--- src/rtl/disp_pkg.sv ---
// Shared constants, state type and bit-offset helper for the display source selector
// and its companion blocks.
package disp_pkg;

  localparam logic [3:0] BLANK_CODE = 4'hF;

  localparam int FIELD_SEC  = 0;
  localparam int FIELD_MIN  = 1;
  localparam int FIELD_HOUR = 2;

  localparam int SRC_AUTO      = 0;
  localparam int SRC_MANUAL    = 1;
  localparam int SRC_ALARM     = 2;
  localparam int SRC_STOPWATCH = 3;

  typedef enum logic {
    ST_NORMAL,
    ST_PEEK
  } peek_state_e;

  // Flat offset of (source, digit) in a bank-major bus; pass width=1 for per-digit flag buses.
  function automatic int digit_offset(input int src, input int dig, input int ndig, input int width);
    return (src * ndig + dig) * width;
  endfunction

endpackage

--- src/rtl/blink_gen.sv ---
// Free-running blink phase generator with restart; phase_next is exposed so callers
// can register display data that agrees with the phase register on the same edge.
module blink_gen #(
  parameter int BLINK_DIV = 25000000
) (
  input  logic clk,
  input  logic rst,
  input  logic enable,
  input  logic restart,
  output logic phase,
  output logic phase_next
);

  localparam int CW = $clog2(BLINK_DIV);

  logic [CW-1:0] cnt;
  logic [CW-1:0] cnt_next;

  always_comb begin
    cnt_next   = cnt;
    phase_next = phase;
    if (!enable || restart) begin
      cnt_next   = '0;
      phase_next = 1'b1;
    end else if (cnt == CW'(BLINK_DIV - 1)) begin
      cnt_next   = '0;
      phase_next = ~phase;
    end else begin
      cnt_next = cnt + CW'(1);
    end
  end

  always_ff @(posedge clk or posedge rst) begin
    if (rst) begin
      cnt   <= '0;
      phase <= 1'b1;
    end else begin
      cnt   <= cnt_next;
      phase <= phase_next;
    end
  end

endmodule

--- src/rtl/disp_src_mux_seq.sv ---
// Registered display-source selector: picks a digit bank, applies per-digit blanking,
// blinks the edited field and supports a timed peek at another source.
module disp_src_mux_seq #(
  parameter int NSRC       = 4,
  parameter int NDIG       = 6,
  parameter int DW         = 4,
  parameter int BLINK_DIV  = 25000000,
  parameter int PEEK_TICKS = 5,
  parameter logic [DW-1:0] BLANK_CODE = DW'(disp_pkg::BLANK_CODE)
) (
  input  logic                      clk,
  input  logic                      rst,
  input  logic [NSRC*NDIG*DW-1:0]   src_digits,
  input  logic [NSRC*NDIG-1:0]      src_blank,
  input  logic [$clog2(NSRC)-1:0]   mode_sel,
  input  logic                      edit_en,
  input  logic [1:0]                edit_field,
  input  logic                      tick_1hz,
  input  logic                      peek_req,
  input  logic [$clog2(NSRC)-1:0]   peek_src,
  output logic [NDIG*DW-1:0]        disp_digits,
  output logic [$clog2(NSRC)-1:0]   disp_src,
  output logic                      blink_phase,
  output logic                      peek_active
);

  import disp_pkg::*;

  localparam int SW   = $clog2(NSRC);
  localparam int PW   = $clog2(PEEK_TICKS + 1);
  localparam int NFLD = NDIG / 2;

  peek_state_e     state, state_next;
  logic [SW-1:0]   peek_sel, peek_sel_next;
  logic [PW-1:0]   peek_cnt, peek_cnt_next;
  logic [SW-1:0]   mode_sel_q;
  logic            edit_en_q;
  logic [1:0]      edit_field_q;
  logic            blink_restart;
  logic            phase_next;
  logic [SW-1:0]   active_idx;
  logic [NDIG*DW-1:0] digits_next;

  assign blink_restart = (edit_en & ~edit_en_q) | (edit_field != edit_field_q);

  blink_gen #(
    .BLINK_DIV (BLINK_DIV)
  ) u_blink (
    .clk        (clk),
    .rst        (rst),
    .enable     (edit_en),
    .restart    (blink_restart),
    .phase      (blink_phase),
    .phase_next (phase_next)
  );

  // A new peek request outranks both an abort and a tick arriving in the same cycle.
  always_comb begin
    state_next    = state;
    peek_sel_next = peek_sel;
    peek_cnt_next = peek_cnt;
    case (state)
      ST_NORMAL: begin
        if (peek_req) begin
          state_next    = ST_PEEK;
          peek_sel_next = peek_src;
          peek_cnt_next = PW'(PEEK_TICKS);
        end
      end
      ST_PEEK: begin
        if (peek_req) begin
          peek_sel_next = peek_src;
          peek_cnt_next = PW'(PEEK_TICKS);
        end else if (mode_sel != mode_sel_q) begin
          state_next    = ST_NORMAL;
          peek_cnt_next = '0;
        end else if (tick_1hz) begin
          if (peek_cnt == PW'(1)) begin
            state_next    = ST_NORMAL;
            peek_cnt_next = '0;
          end else begin
            peek_cnt_next = peek_cnt - PW'(1);
          end
        end
      end
    endcase
  end

  assign active_idx = (state_next == ST_PEEK) ? peek_sel_next : mode_sel;

  // Indices with no matching bank fall through to the all-blank default.
  always_comb begin
    digits_next = {NDIG{BLANK_CODE}};
    for (int s = 0; s < NSRC; s++) begin
      if (active_idx == SW'(s)) begin
        for (int d = 0; d < NDIG; d++) begin
          if (!src_blank[digit_offset(s, d, NDIG, 1)]) begin
            digits_next[d*DW +: DW] = src_digits[digit_offset(s, d, NDIG, DW) +: DW];
          end
        end
      end
    end
    if (edit_en && !phase_next && (state_next == ST_NORMAL) && (int'(edit_field) < NFLD)) begin
      for (int d = 0; d < NDIG; d++) begin
        if ((d / 2) == int'(edit_field)) begin
          digits_next[d*DW +: DW] = BLANK_CODE;
        end
      end
    end
  end

  always_ff @(posedge clk or posedge rst) begin
    if (rst) begin
      state        <= ST_NORMAL;
      peek_sel     <= '0;
      peek_cnt     <= '0;
      mode_sel_q   <= '0;
      edit_en_q    <= 1'b0;
      edit_field_q <= '0;
      disp_digits  <= {NDIG{BLANK_CODE}};
      disp_src     <= '0;
      peek_active  <= 1'b0;
    end else begin
      state        <= state_next;
      peek_sel     <= peek_sel_next;
      peek_cnt     <= peek_cnt_next;
      mode_sel_q   <= mode_sel;
      edit_en_q    <= edit_en;
      edit_field_q <= edit_field;
      disp_digits  <= digits_next;
      disp_src     <= active_idx;
      peek_active  <= (state_next == ST_PEEK);
    end
  end

endmodule

--- config.mk ---
export PLATFORM = sky130hd
export DESIGN_NAME = disp_src_mux_seq
export DESIGN_NICKNAME = d
export VERILOG_FILES = /design/src/rtl/disp_pkg.sv /design/src/rtl/blink_gen.sv /design/src/rtl/disp_src_mux_seq.sv
export SDC_FILE = /design/constraint.sdc
export NUM_CORES = 1
export LEC_CHECK = 0
export CAP_MARGIN = 20
export CORE_UTILIZATION = 64
export CTS_CLUSTER_SIZE = 20
export DETAILED_ROUTE_END_ITERATION = 8
export DONT_BUFFER_PORTS = 1
export PLACE_DENSITY = 0.77
export SYNTH_ARGS = -nofsm -noshare
export SYNTH_HDL_FRONTEND = slang
export SYNTH_HIERARCHICAL = 1
export SYNTH_SLANG_ARGS = --single-unit
--- constraint.sdc ---
create_clock -name clk -period 3.1 [get_ports clk]
set_input_delay 0.62 -clock clk [delete_from_list [all_inputs] [get_ports clk]]
set_output_delay 0.62 -clock clk [all_outputs]
set_load 0.05 [all_outputs]
==> results of run 1 <==
[power groups by stage]
stage	clock network (uW)	logic [uW]	registers, uW
2_1_floorplan	0	247	1100
6_report	709	284	1100
4_1_cts	719	281	1100
3_5_place_dp	0	281	1110
5_1_grt	761	314	1110
3_3_place_gp	0	272	1120
[critical path, cell delays in order (launching register included)]
cell	delay [ns]
dfrtp_1	0.37
ha_1	0.21
nand3_1	0.14
or3_2	0.50
o21ai_0	0.16
nand3_1	0.14
nor3b_1	0.28
nand3_1	0.14
nand2_1	0.27
o22a_1	0.21
[path summary, 6_finish.rpt]
kind	slack, ns	cells past startpoint	to
max	0.62	9	disp_digits[13]
min	0.21	1	u_blink/cnt[19]
max reg2reg	0.62	9	disp_digits[13]
min reg2reg	0.46	1	u_blink/cnt[0]
max in group asynchronous	2.35	2	u_blink/phase
min in group clk	0.31	0	mode_sel_q[1]
[per-layer routing]
metal / global-route usage, % / part of all wire (%) / up-vias
met5: 0 / 0 / -
met4: 14.9 / 2.3 / 0
met3: 8.00 / 6.2 / 18
met2: 50.2 / 51 / 116
met1: 34.9 / 40 / 1506
li1: - / - / 1460
[stage by stage]
stage / util [%] / total power [uW]
floorplan: - / 1350
global placement: 68.6 / 1390
detailed placement: 68.6 / 1390
CTS: 72.1 / 2100
global route: 72.6 / 2180
finish: 72.6 / 2090
[state kept, by name (all words and copies together) (netlist names)]
signal and count:
mode_sel_q 2, edit_en_q 1, u_blink/cnt 25, edit_field_q 2, state 1, u_blink/phase 1, disp_digits 24, disp_src 2
peek_sel 2, peek_cnt 3
[logic make-up after synthesis]
logic type	Yosys count	synth area share [%]
AND/OR/NAND/NOR	192	24.0
flip-flops	63	41.9
AO/OA/AOI/OAI	62	12.6
multiplexers	45	11.7
buffers and inverters	26	4.21
XOR/XNOR	18	4.50
adder cells (fa/ha/maj)	3	0.979
[synthesized netlist by cell type (all sizes together), types with 3 or more instances]
cell	number	area [um^2]
or4	5	52.6
mux2i	45	450
nand2	18	67.6
nor4	4	25.0
o22a	22	193
xor2	3	26.3
o21ai	9	45.0
nand4	7	56.3
dfstp	25	657
a21oi	10	53.8
nor2	112	420
nand3	14	70.1
dfrtp	38	951
nor4bb	3	30.0
inv	15	61.3
ha	3	37.5
buf	11	100
or3	9	60.1
a41oi	3	33.8
xnor2	15	146
nor3	5	25.0
and2	4	28.8
[area by class of cell]
| cell class | instances | share of cell area (%) |
|---|---|---|
| flip-flops and latches | 63 | 39.3 |
| repair buffers | 5 | 1.71 |
| clock inverters | 6 | 1.47 |
| inverters | 15 | 1.50 |
| well taps | 72 | 2.20 |
| clock buffers | 10 | 3.36 |
| multi-input cells | 320 | 50.5 |
[layout by cell type, fill, tap and decap left out, types with 3 or more instances in the layout]
cell        n
nor2_1    112
mux2i_1    45
dfrtp_1    38
dfstp_2    25
o22a_1     22
nand2_1    18
nand3_1    14
inv_1      14
xnor2_1    13
clkbuf_8   10
a21oi_1     9
o21ai_0     8
or3_1       6
nand4_1     5
nor3_1      5
or4_4       4
nor4_1      4
nor4bb_1    3
ha_1        3
clkinv_2    3
buf_4       3
or3_2       3
xor2_1      3
==> impl_metrics.toml, run 1 <==
[critical_path]
critPathLaunch = "u_blink/cnt[0]"
cp.arrival_ns = 2.75
crit_required_ns = 3.38
cp-start-kind = "flip-flop"
crit_fanout = 8
crit_type = "flip-flop to flip-flop"
r2r_start = "u_blink/cnt[0]"
end_kind = "flip-flop"

[sta]
slew_viol_final = 0
hold_viol = 0
setup_viol = 0
finalHoldWorstSlack_ns = 0.208
rsz0062_at_grt = "false"
setup_ws_ns = 0.621
final.setup.tns_ns = 0
relSlewSlack_pct = 43.7
min_period_ns = 2.48
tightestPinTransition_ns = 0.836
fin_crit_sh_pct = 80.0
max_freq_mhz = 403
fin_worst_skew_ns = 0.00631

[die]
start_util_pct = 68.0
die_x_um = 79.4
io-pin-count = 159
coreArea_um2 = 5640
die-area_um2 = 6310
row_count = 27
die_h_um = 79.4

[finish]
fill_cells = 436
area_growth_syn_to_layout_pct = 6.75
multiInputGateArea_um2 = 2070
ff_latch_area_um2 = 1610
drive_gt1_share_pct = 16.9
fin_cells = 491
fin_area_um2 = 4090
layout.nets = 548
antenna_cells = 0

[power_and_ir_drop]
max-vdd-ir-drop_mv = 0.289
clockPowerShare_pct = 33.8
power_switching_uw = 663
internal_power_uw = 1430
p_sw_share_pct = 31.6
power_density_nw_per_um2 = 512
power_frac_comb_pct = 13.5
p_leak_uw = 0.00169
seqPwrFrac_pct = 52.6

[placement]
dp_hpwl_um = 6680
port_buffers = 0
place_congestion = 0.834
place_area_um2 = 3870
post-place-cells = 474
place_ws_ns = 0.631

[job]
cap_violations = 0

[min_path]
hold_class = "primary input to asynchronous set/reset pin"

[global_route]
antenna_found_initial = 0
grt_first_pass_wirelength_um = 14000
grt_pass1_vias = 3043
grt_max_degree = 38
overflow = 0
grt_usage_pct = 29.8

[logic_synthesis]
yosysWarnings = 6
avgSynthCellArea_um2 = 9.38
synth_cell_types = 57
synth_nets = 543
synth-edff-count = 0
synth_ff_type = "dfrtp_1"
ys_seq_area_share_pct = 41.9
synth_area_um2 = 3830
synthCells = 409
synthArstFlopShare_pct = 100
ys_ff_latch = 63

[detailed_routing]
first_pass_iters = 4
viasPerCell = 6.31
drt_iter0_markers = 165
via_count = 3100
antenna_left = 0
wl_per_cell_um = 18.1
drc_errors = 0
routed_wl_um = 8890

[clock_tree]
insertion_delay_ns = 0.33
h-tree-depth = 3
clkTransAtPathRegs_ns = 0.07
cts_buffers = 9
tritoncts = "yes"
clkSinkCount = 63
postCtsSetupBuffers = 0
clock-root-buffer = "clkbuf_8"
cts.repair.resized = 0
cts-hold-fix-buffers = 0
clock_path_buffers = 2

[run_status]
status = "complete, no violations"
Note: power is estimated with default switching activity, not from simulation.
==> inputs of run 2 (changes only) <==
Settings changed: CORE_UTILIZATION 64 to 58, PLACE_DENSITY 0.77 to 0.73.
Clock period 3.1 ns to 2.2 ns, I/O delays scaled along.
==> run 2 against run 1 <==
Critical path depth unchanged. Utilization shrank 3.4 points. Maximum frequency rose by 14%. Setup slack got worse by 0.59 ns.
==> impl_metrics.toml, run 2 (same netlist as run 1, synthesis figures left out) <==
[power_and_ir_drop]
power_frac_comb_pct = 14.5
clockPowerShare_pct = 33.5
p_sw_share_pct = 31.3
max-vdd-ir-drop_mv = 0.506
power_switching_uw = 928
seqPwrFrac_pct = 52.1
internal_power_uw = 2040
power_density_nw_per_um2 = 676
p_total_uw = 2970
p_leak_uw = 0.00185

[placement]
port_buffers = 0
place_ws_ns = -0.138
place_congestion = 0.868
dp_hpwl_um = 7130

[global_route]
grt_pass1_vias = 3237
overflow = 0
grt_first_pass_wirelength_um = 15200
antenna_found_initial = 0
grt_usage_pct = 27.9
grt_max_degree = 38

[job]
cap_violations = 0

[sta]
min_period_ns = 2.17
rsz0062_at_grt = "true"
fin_worst_skew_ns = 0.00610
hold_viol = 0
slew_viol_final = 0
tightestPinTransition_ns = 0.506
setup_viol = 0
setup_ws_ns = 0.0325
max_freq_mhz = 461
fin_crit_sh_pct = 98.5
relSlewSlack_pct = 66.2

[finish]
area_growth_syn_to_layout_pct = 14.5
largest_register = "u_blink/cnt"
top_regs = "u_blink/cnt (25), disp_digits (24), peek_cnt (3)"
antenna_cells = 0
largest_reg_flops = 25
layout.nets = 580
fill_cells = 493
drive_gt1_share_pct = 25.5
final_cell_mix = "nor2_1, mux2i_1, dfrtp_1"
final_common_cell = "nor2_1"

[detailed_routing]
drc_errors = 0
antenna_left = 0
wl_per_cell_um = 17.5
first_pass_iters = 5
viasPerCell = 5.97
via_count = 3154
drt_iter0_markers = 113
routed_wl_um = 9250

[die]
die_h_um = 83.3
coreArea_um2 = 6350
die-area_um2 = 6940
row_count = 29
die_x_um = 83.3
start_util_pct = 60.4
io-pin-count = 159

[critical_path]
cp-start-kind = "flip-flop"
cpMaxStageDelayCell = "or3_4"
crit_fanout = 6
end_kind = "flip-flop"
cp.arrival_ns = 2.46
critPathMostFrequentCell = "nand3_2"
crit_required_ns = 2.49
crit_path_max_incr_delay_ns = 0.39
crit_type = "flip-flop to flip-flop"
cp_top_family = "simple AND/OR/NAND/NOR gates"
path_buf_inv = 0
path_cells = "ha_2, nand3_2, or3_4, o21ai_2, nand3_2, nor4bb_2, nand2_1, nand2_2, o22a_1"

[clock_tree]
cts_buffers = 9
clock-root-buffer = "clkbuf_8"
clock_path_buffers = 2
h-tree-depth = 3
tritoncts = "yes"
insertion_delay_ns = 0.35
cts-hold-fix-buffers = 0
clkSinkCount = 63
clkTransAtPathRegs_ns = 0.07

[run_status]
status = "complete, no violations"

[min_path]
hold_class = "primary input to asynchronous set/reset pin"
## run 2: changes by cell type in the layout (fill, tap and decap cells not counted), moves of 2 or more
| cell | delta |
|---|---|
| buf_4 | +33 |
| nor4bb_1 | -2 |
| nand2_2 | +6 |
| or3_4 | +2 |
| clkinv_2 | -2 |
| nand2_1 | -6 |
| nand3_1 | -2 |
| nor4bb_2 | +2 |
| nand3_2 | +2 |
| clkbuf_1 | +3 |
## run 2: area by class of cell
class	instances	area [um^2]	area share, %
Clock buffer	13	149	3.39
Clock inverter	3	42.5	0.969
Tap cell	77	96.3	2.19
Sequential cell	63	1610	36.6
Multi-Input combinational cell	320	2140	48.8
Timing Repair Buffer	37	290	6.61
Inverter	15	61.3	1.40
## run 2: metrics by stage
stage | TNS (ns) | cells | util [%] | hold slack, ns | instance area (um^2)
after floorplan | 0 | 409 | - | 0.433 | 3830
after global placement | -1.01 | 509 | 64.6 | 0.377 | 4100
after detailed placement | -2.09 | 509 | 64.6 | 0.389 | 4100
after CTS | 0 | 525 | 68.2 | 0.0145 | 4330
after global routing | -1.28 | 528 | 69.1 | 0.0400 | 4390
final | 0 | 528 | 69.1 | 0.00408 | 4390
## run 2: path summary, 6_finish.rpt
path,startpoint,endpoint,slack (ns),depth (start not counted)
setup / recovery,u_blink/cnt[0],disp_digits[17],0.03,9
hold / removal,rst,u_blink/cnt[15],0.004,1
setup reg to reg,u_blink/cnt[0],disp_digits[17],0.03,9
hold reg to reg,peek_sel[1],peek_sel[1],0.48,1
max in group asynchronous,rst,u_blink/phase,1.54,2
min in group clk,mode_sel[0],mode_sel_q[0],0.12,0
## run 2: per-layer routing
metal  vias up  share of wire, %  GRT usage [%]  wire, um
met3        22               6.5           7.75       597
met5         -                 0              0         0
met4         0               3.0           13.9       274
li1       1523                 -              -         -
met2       109                50           46.8      4670
met1      1500                40           32.9      3710
## run 2: power by group through the flow
| stage | Clock (uW) | Combinational [uW] | Sequential (uW) |
|---|---|---|---|
| global route | 1060 | 474 | 1550 |
| global placement | 0 | 403 | 1570 |
| finish | 992 | 429 | 1540 |
| CTS | 1020 | 423 | 1550 |
| floorplan | 0 | 348 | 1550 |
| detailed placement | 0 | 417 | 1560 |
## run 2: what timing repair did
item                       in CTS  in global routing
gates resized for setup        12                  6
setup endpoints to repair      24                 24
pin swaps                       4                  6
setup buffers                   0                  3
